==> src/rtl/playback_sequencer.sv <==
// playback_sequencer: steps through up to 16 stored notes, sounding each as a square wave.
// Latency: per note 1 (LOAD) + RD_LAT (WAIT_RD) + NOTE_TICKS (PLAY) + GAP_TICKS (GAP) clocks.
// Backpressure: none; start is ignored while busy, stop aborts to IDLE on the next edge.
//
// Ports:
//   clk, reset        - clock (rising edge), synchronous active-low reset
//   start, stop       - one-cycle playback request / abort
//   note_count        - number of stored notes (0..16, larger values clamp to 16)
//   freq_in           - half-period in clocks of the addressed note, 0 = rest
//   note_counter      - memory read address
//   ld_play           - high from LOAD through GAP
//   next_note_en      - one-cycle pulse per note load
//   busy, done        - not-IDLE flag / normal-completion pulse
//   audio_out         - square-wave tone
//
// Optional feature: define PLAYBACK_LOOP_EN to loop back to note 0 after the last
// note instead of finishing; only stop or reset then end playback.
module playback_sequencer #(
  parameter int unsigned NOTE_TICKS = 12500000,
  parameter int unsigned GAP_TICKS  = 1250000,
  parameter int unsigned RD_LAT     = 2
) (
  input  logic        clk,
  input  logic        reset,
  input  logic        start,
  input  logic        stop,
  input  logic [4:0]  note_count,
  input  logic [31:0] freq_in,
  output logic [3:0]  note_counter,
  output logic        ld_play,
  output logic        next_note_en,
  output logic        busy,
  output logic        done,
  output logic        audio_out
);

  // A zero length would never match the terminal count, so it is stretched to one cycle.
  localparam logic [31:0] NOTE_LEN  = (NOTE_TICKS == 0) ? 32'd1 : 32'(NOTE_TICKS);
  localparam logic [31:0] GAP_LEN   = (GAP_TICKS == 0)  ? 32'd1 : 32'(GAP_TICKS);
  localparam logic [31:0] RD_LEN    = (RD_LAT == 0)     ? 32'd1 : 32'(RD_LAT);
  localparam logic [31:0] NOTE_LAST = NOTE_LEN - 32'd1;
  localparam logic [31:0] GAP_LAST  = GAP_LEN - 32'd1;
  localparam logic [31:0] RD_LAST   = RD_LEN - 32'd1;

  typedef enum logic [2:0] {
    S_IDLE,
    S_LOAD,
    S_WAIT_RD,
    S_PLAY,
    S_GAP,
    S_DONE
  } state_t;

  state_t      state_q, state_d;
  logic [3:0]  nc_q, nc_d;
  logic [31:0] tick_q, tick_d;
  logic [31:0] tone_q, tone_d;
  logic [31:0] freq_q, freq_d;
  logic        audio_q, audio_d;

  logic [4:0]  nc_eff;
  logic        last_note;

  always_ff @(posedge clk) begin
    if (!reset) begin
      state_q <= S_IDLE;
      nc_q    <= 4'd0;
      tick_q  <= 32'd0;
      tone_q  <= 32'd0;
      freq_q  <= 32'd0;
      audio_q <= 1'b0;
    end else begin
      state_q <= state_d;
      nc_q    <= nc_d;
      tick_q  <= tick_d;
      tone_q  <= tone_d;
      freq_q  <= freq_d;
      audio_q <= audio_d;
    end
  end

  always_comb begin
    state_d      = state_q;
    nc_d         = nc_q;
    tick_d       = tick_q;
    tone_d       = 32'd0;
    freq_d       = freq_q;
    audio_d      = 1'b0;
    ld_play      = 1'b0;
    next_note_en = 1'b0;
    busy         = (state_q != S_IDLE);
    done         = 1'b0;

    nc_eff    = (note_count > 5'd16) ? 5'd16 : note_count;
    // Compare as count+1 >= N so a note_count that drops to 0 mid-play ends cleanly.
    last_note = (({1'b0, nc_q} + 5'd1) >= nc_eff);

    case (state_q)
      S_IDLE: begin
        if (start && (nc_eff != 5'd0)) begin
          state_d = S_LOAD;
          nc_d    = 4'd0;
          tick_d  = 32'd0;
        end
      end

      S_LOAD: begin
        ld_play      = 1'b1;
        next_note_en = 1'b1;
        tick_d       = 32'd0;
        state_d      = S_WAIT_RD;
      end

      S_WAIT_RD: begin
        ld_play = 1'b1;
        if (tick_q == RD_LAST) begin
          freq_d  = freq_in;
          tick_d  = 32'd0;
          state_d = S_PLAY;
        end else begin
          tick_d = tick_q + 32'd1;
        end
      end

      S_PLAY: begin
        ld_play = 1'b1;
        audio_d = audio_q;
        if (freq_q != 32'd0) begin
          if (tone_q == (freq_q - 32'd1)) begin
            tone_d  = 32'd0;
            audio_d = ~audio_q;
          end else begin
            tone_d = tone_q + 32'd1;
          end
        end
        if (tick_q == NOTE_LAST) begin
          tick_d  = 32'd0;
          tone_d  = 32'd0;
          audio_d = 1'b0;
          state_d = S_GAP;
        end else begin
          tick_d = tick_q + 32'd1;
        end
      end

      S_GAP: begin
        ld_play = 1'b1;
        if (tick_q == GAP_LAST) begin
          tick_d = 32'd0;
          if (!last_note) begin
            nc_d    = nc_q + 4'd1;
            state_d = S_LOAD;
          end else begin
`ifdef PLAYBACK_LOOP_EN
            nc_d    = 4'd0;
            state_d = S_LOAD;
`else
            state_d = S_DONE;
`endif
          end
        end else begin
          tick_d = tick_q + 32'd1;
        end
      end

      S_DONE: begin
        done    = 1'b1;
        state_d = S_IDLE;
      end

      default: begin
        state_d = S_IDLE;
      end
    endcase

    // Abort has priority over every transition above; note_counter keeps its value.
    if (stop && (state_q != S_IDLE)) begin
      state_d = S_IDLE;
      tick_d  = 32'd0;
      tone_d  = 32'd0;
      audio_d = 1'b0;
    end
  end

  assign note_counter = nc_q;
  assign audio_out    = audio_q;

endmodule

==> config.mk <==
export PLATFORM = sky130hd
export DESIGN_NAME = playback_sequencer
export DESIGN_NICKNAME = d
export VERILOG_FILES = /design/src/rtl/playback_sequencer.sv
export SDC_FILE = /design/constraint.sdc
export NUM_CORES = 1
export LEC_CHECK = 0
export ABC_AREA = 1
export BUFFER_PORTS_ARGS = -buffer_cell sky130_fd_sc_hd__clkbuf_2
export CAP_MARGIN = 20
export CORE_ASPECT_RATIO = 1.4
export CORE_UTILIZATION = 50
export CTS_BUF_LIST = sky130_fd_sc_hd__clkbuf_2 sky130_fd_sc_hd__clkbuf_4 sky130_fd_sc_hd__clkbuf_8
export CTS_CLUSTER_SIZE = 10
export DETAILED_ROUTE_END_ITERATION = 10
export PLACE_DENSITY_LB_ADDON = 0.3
export SLEW_MARGIN = 20
export SYNTH_ARGS = -nofsm -noshare
export SYNTH_HDL_FRONTEND = slang
export SYNTH_SLANG_ARGS = --single-unit
==> constraint.sdc <==
create_clock -name clk -period 2 [get_ports clk]
set_input_delay 0.3 -clock clk [delete_from_list [all_inputs] [get_ports clk]]
set_output_delay 0.3 -clock clk [all_outputs]
set_load 0.1 [all_outputs]
==> qor.yml <==
run_status:
  status: "finished, violations left"
  violations: "setup timing"
cells_and_area:
  nets: 1366
  layout_common_cells: "nand2_1 (188), buf_4 (177), nor2_1 (162)"
  final_area_um2: 9910
  antennaDiodeCount: 0
  area_delta_synth_final_pct: 46.9
  layout_commonest_cell: "nand2_1"
  fill_cells: 962
  drive_gt1_share_pct: 36.7
  final_util_pct: 76.3
worst_hold_path:
  holdCritPathClass: "input port to flop"
  hold_end: "freq_q[23]"
  min_from: "freq_in[23]"
  whs_path_depth: 3
logic_synthesis:
  synth.mux.area_fraction_pct: 0
  synth_enable_flop_cells: 0
  ys_ff_latch: 104
  ys_seq_area_share_pct: 30.9
  synthAdderAreaFrac_pct: 1.85
  synth-simple-area-share_pct: 39.4
  synthDistinctLibCells: 37
  synth_async_sr_flop_share_pct: 0
  syn_area_per_cell_um2: 6.31
  netlist_area_um2: 6750
  synth_top_family_by_area: "simple AND/OR/NAND/NOR gates"
  ys.flop_type: "dfxtp_1"
  synth_nets: 1121
  synth_warnings: 0
  synth_compound_area_share_pct: 7.88
  synthCells: 1070
  synth_xor_xnor_area_share_pct: 10.3
place:
  gp_congestion: 0.989
  port_buffers: 49
  place_ws_ns: -0.290
  placed_area_um2: 8540
  dp_hpwl_um: 16800
sta:
  fmaxAchievable_mhz: 453
  tightest_slew_ns: 0.563
  setup_slack_ns: -0.206
  timing.slew.headroom_pct: 62.6
  skew_ns: 0.0131
  rsz0062_at_grt: "true"
  finalMaxSlewViolations: 0
  fin_crit_sh_pct: 110
  final_hold_viol_count: 0
  period_needed_ns: 2.21
  setup_tns_ns: -6.49
  setup_viol: 61
clock_tree:
  cts_made_buffers: 9
  cts_buffer_depth: 2
  htree_levels: 3
  root_buffer: "clkbuf_8"
  tritoncts: "done"
  path_clk_slew_ns: 0.11
  cts.sinks: 104
  clk_latency_ns: 0.39
power_and_ir_drop:
  vdd_ir_drop_max_mv: 1.24
  pwr-share-comb_pct: 64.6
  total_power_mw: 10.6
  switching_share_pct: 48.0
  leakage_nw: 4.57
  p_switching_mw: 5.09
  p_int_mw: 5.52
  power.share.sequential_pct: 23.2
  powerDensity_nw_per_um2: 1070
  power_frac_clock_pct: 12.2
routing:
  drtPass1Iterations: 4
  drt-total-wl_um: 24300
  routed_via_density: 5.29
  ant_nets: 0
  num_vias: 7925
  drt-initial-drc-count: 440
  route.detailed.wl_per_inst_um: 16.2
  drcViolationCount: 0
setup_path:
  r2r_end: "tone_q[18]"
  end_kind: "flop"
  path_class: "flop to flop"
  cp.arrival_ns: 2.52
  r2r.worst_path.cells: 18
  r2r_start: "freq_q[0]"
  critPathMaxFanout: 13
  r2r_slack_ns: -0.21
  cp-start-kind: "flop"
  critical_path_required_ns: 2.31
grt:
  antenna_found_initial: 0
  grt_pass1_vias: 7718
  grt_pass1_wl_um: 36200
  grt_max_degree: 34
  grtUsageTotal_pct: 32.9
  grt-ovfl-total: 0
die:
  floorplan.rows: 49
  fp.coreArea_um2: 13000
  die_area_um2: 14000
  ios: 50
  initial_utilization_pct: 51.9
  die_y_um: 139
  die_w_um: 100
flow_run:
  cap_violations: 0
sequential cells by signal, indices dropped and copies added, names as in the netlist:
signal        count
tone_q           32
note_counter      4
state_q           3
tick_q           32
audio_out         1
freq_q           32
through the flow:
step	hold WS [ns]	std cells
final	0.160	1498
after global routing	0.154	1498
after CTS	0.155	1484
after detailed placement	0.481	1451
after global placement	0.468	1451
after floorplan	0.438	1070
Yosys cell counts (2+ instances only):
cell	number	area share (%)
nand3_1	52	3.9
xnor2_1	19	2.5
inv_1	146	8.1
buf_6	3	0.50
buf_2	4	0.30
a31oi_1	8	0.74
nor2_4	2	0.33
or2_2	4	0.37
clkbuf_1	9	0.50
nand2_2	7	0.65
o2111ai_1	2	0.26
nor3_2	2	0.30
o21ai_0	59	4.4
nor4_1	9	0.83
nor2_1	243	14
or2_0	2	0.19
dfxtp_1	104	31
o21bai_1	2	0.22
xor2_1	60	7.8
nand4_1	21	1.9
nor2_2	11	1.0
a21oi_1	26	1.9
nand3_2	4	0.59
o21ai_1	3	0.22
nor3_1	31	2.3
ha_1	10	1.9
nand2_1	208	12
nand3b_1	9	1.0
clkinv_1	2	0.11
cell families after synthesis:
family	Yosys count
AO/OA/AOI/OAI	101
XOR/XNOR	79
adder cells (fa/ha/maj)	10
buffers and inverters	167
flip-flops	104
AND/OR/NAND/NOR	609
what timing repair did:
action                                  4_1_cts  5_1_grt
buffers inserted                             18       13
endpoints found under the setup margin       88      101
gates resized for setup                      84      193
hold buffers                                  0        0
gates cloned                                  3        4
pin swaps                                    13       71
power by group through the flow:
stage,Clock (mW),Combinational [mW],Sequential (mW)
after floorplan,0,3.29,2.70
after global placement,0,5.24,2.45
after detailed placement,0,5.35,2.46
after CTS,1.30,5.89,2.43
after global routing,1.38,7.45,2.47
final,1.29,6.85,2.46
worst max-delay path: stages, from the launching register on:
cell	delay [ns]
dfxtp_2	0.34
inv_2	0.08
ha_4	0.19
nand2_8	0.07
nor2_4	0.19
nand2_2	0.11
nor2_2	0.13
buf_4	0.11
nand2_1	0.04
nand2_1	0.07
inv_1	0.03
nand2_1	0.06
nor2_2	0.04
nand2_1	0.06
nor2_2	0.05
nand2_2	0.09
nand3_4	0.11
buf_12	0.18
nor2_1	0.15
how the worst max path moves through the flow:
| stage | startpoint | end | cells after the start |
|---|---|---|---|
| detailed placement | freq_q[0] | tone_q[1] | 16 |
| finish | freq_q[0] | tone_q[18] | 18 |
| floorplan | state_q[0] | done | 3 |
| global placement | freq_q[0] | tone_q[23] | 16 |
| CTS | freq_q[1] | tone_q[17] | 17 |
| global route | freq_q[0] | tone_q[18] | 18 |
metal layers:
layer | global-route usage (%) | up-vias | part of all wire [%]
li1 | - | 3863 | -
met1 | 34.3 | 3678 | 36
met2 | 59.7 | 259 | 52
met3 | 5.22 | 125 | 4.3
met4 | 21.8 | 0 | 7.6
met5 | 0 | - | 0
final cells by class:
type,instances,area [µm²],area share [%]
clock inverters,6,48.8,0.492
inverters,148,579,5.84
repair buffers,253,2020,20.4
multi-input cells,799,4780,48.2
flip-flops and latches,104,2130,21.5
well taps,178,223,2.25
clock buffers,10,131,1.33
No activity file was read; power rests on OpenSTA's default activity.
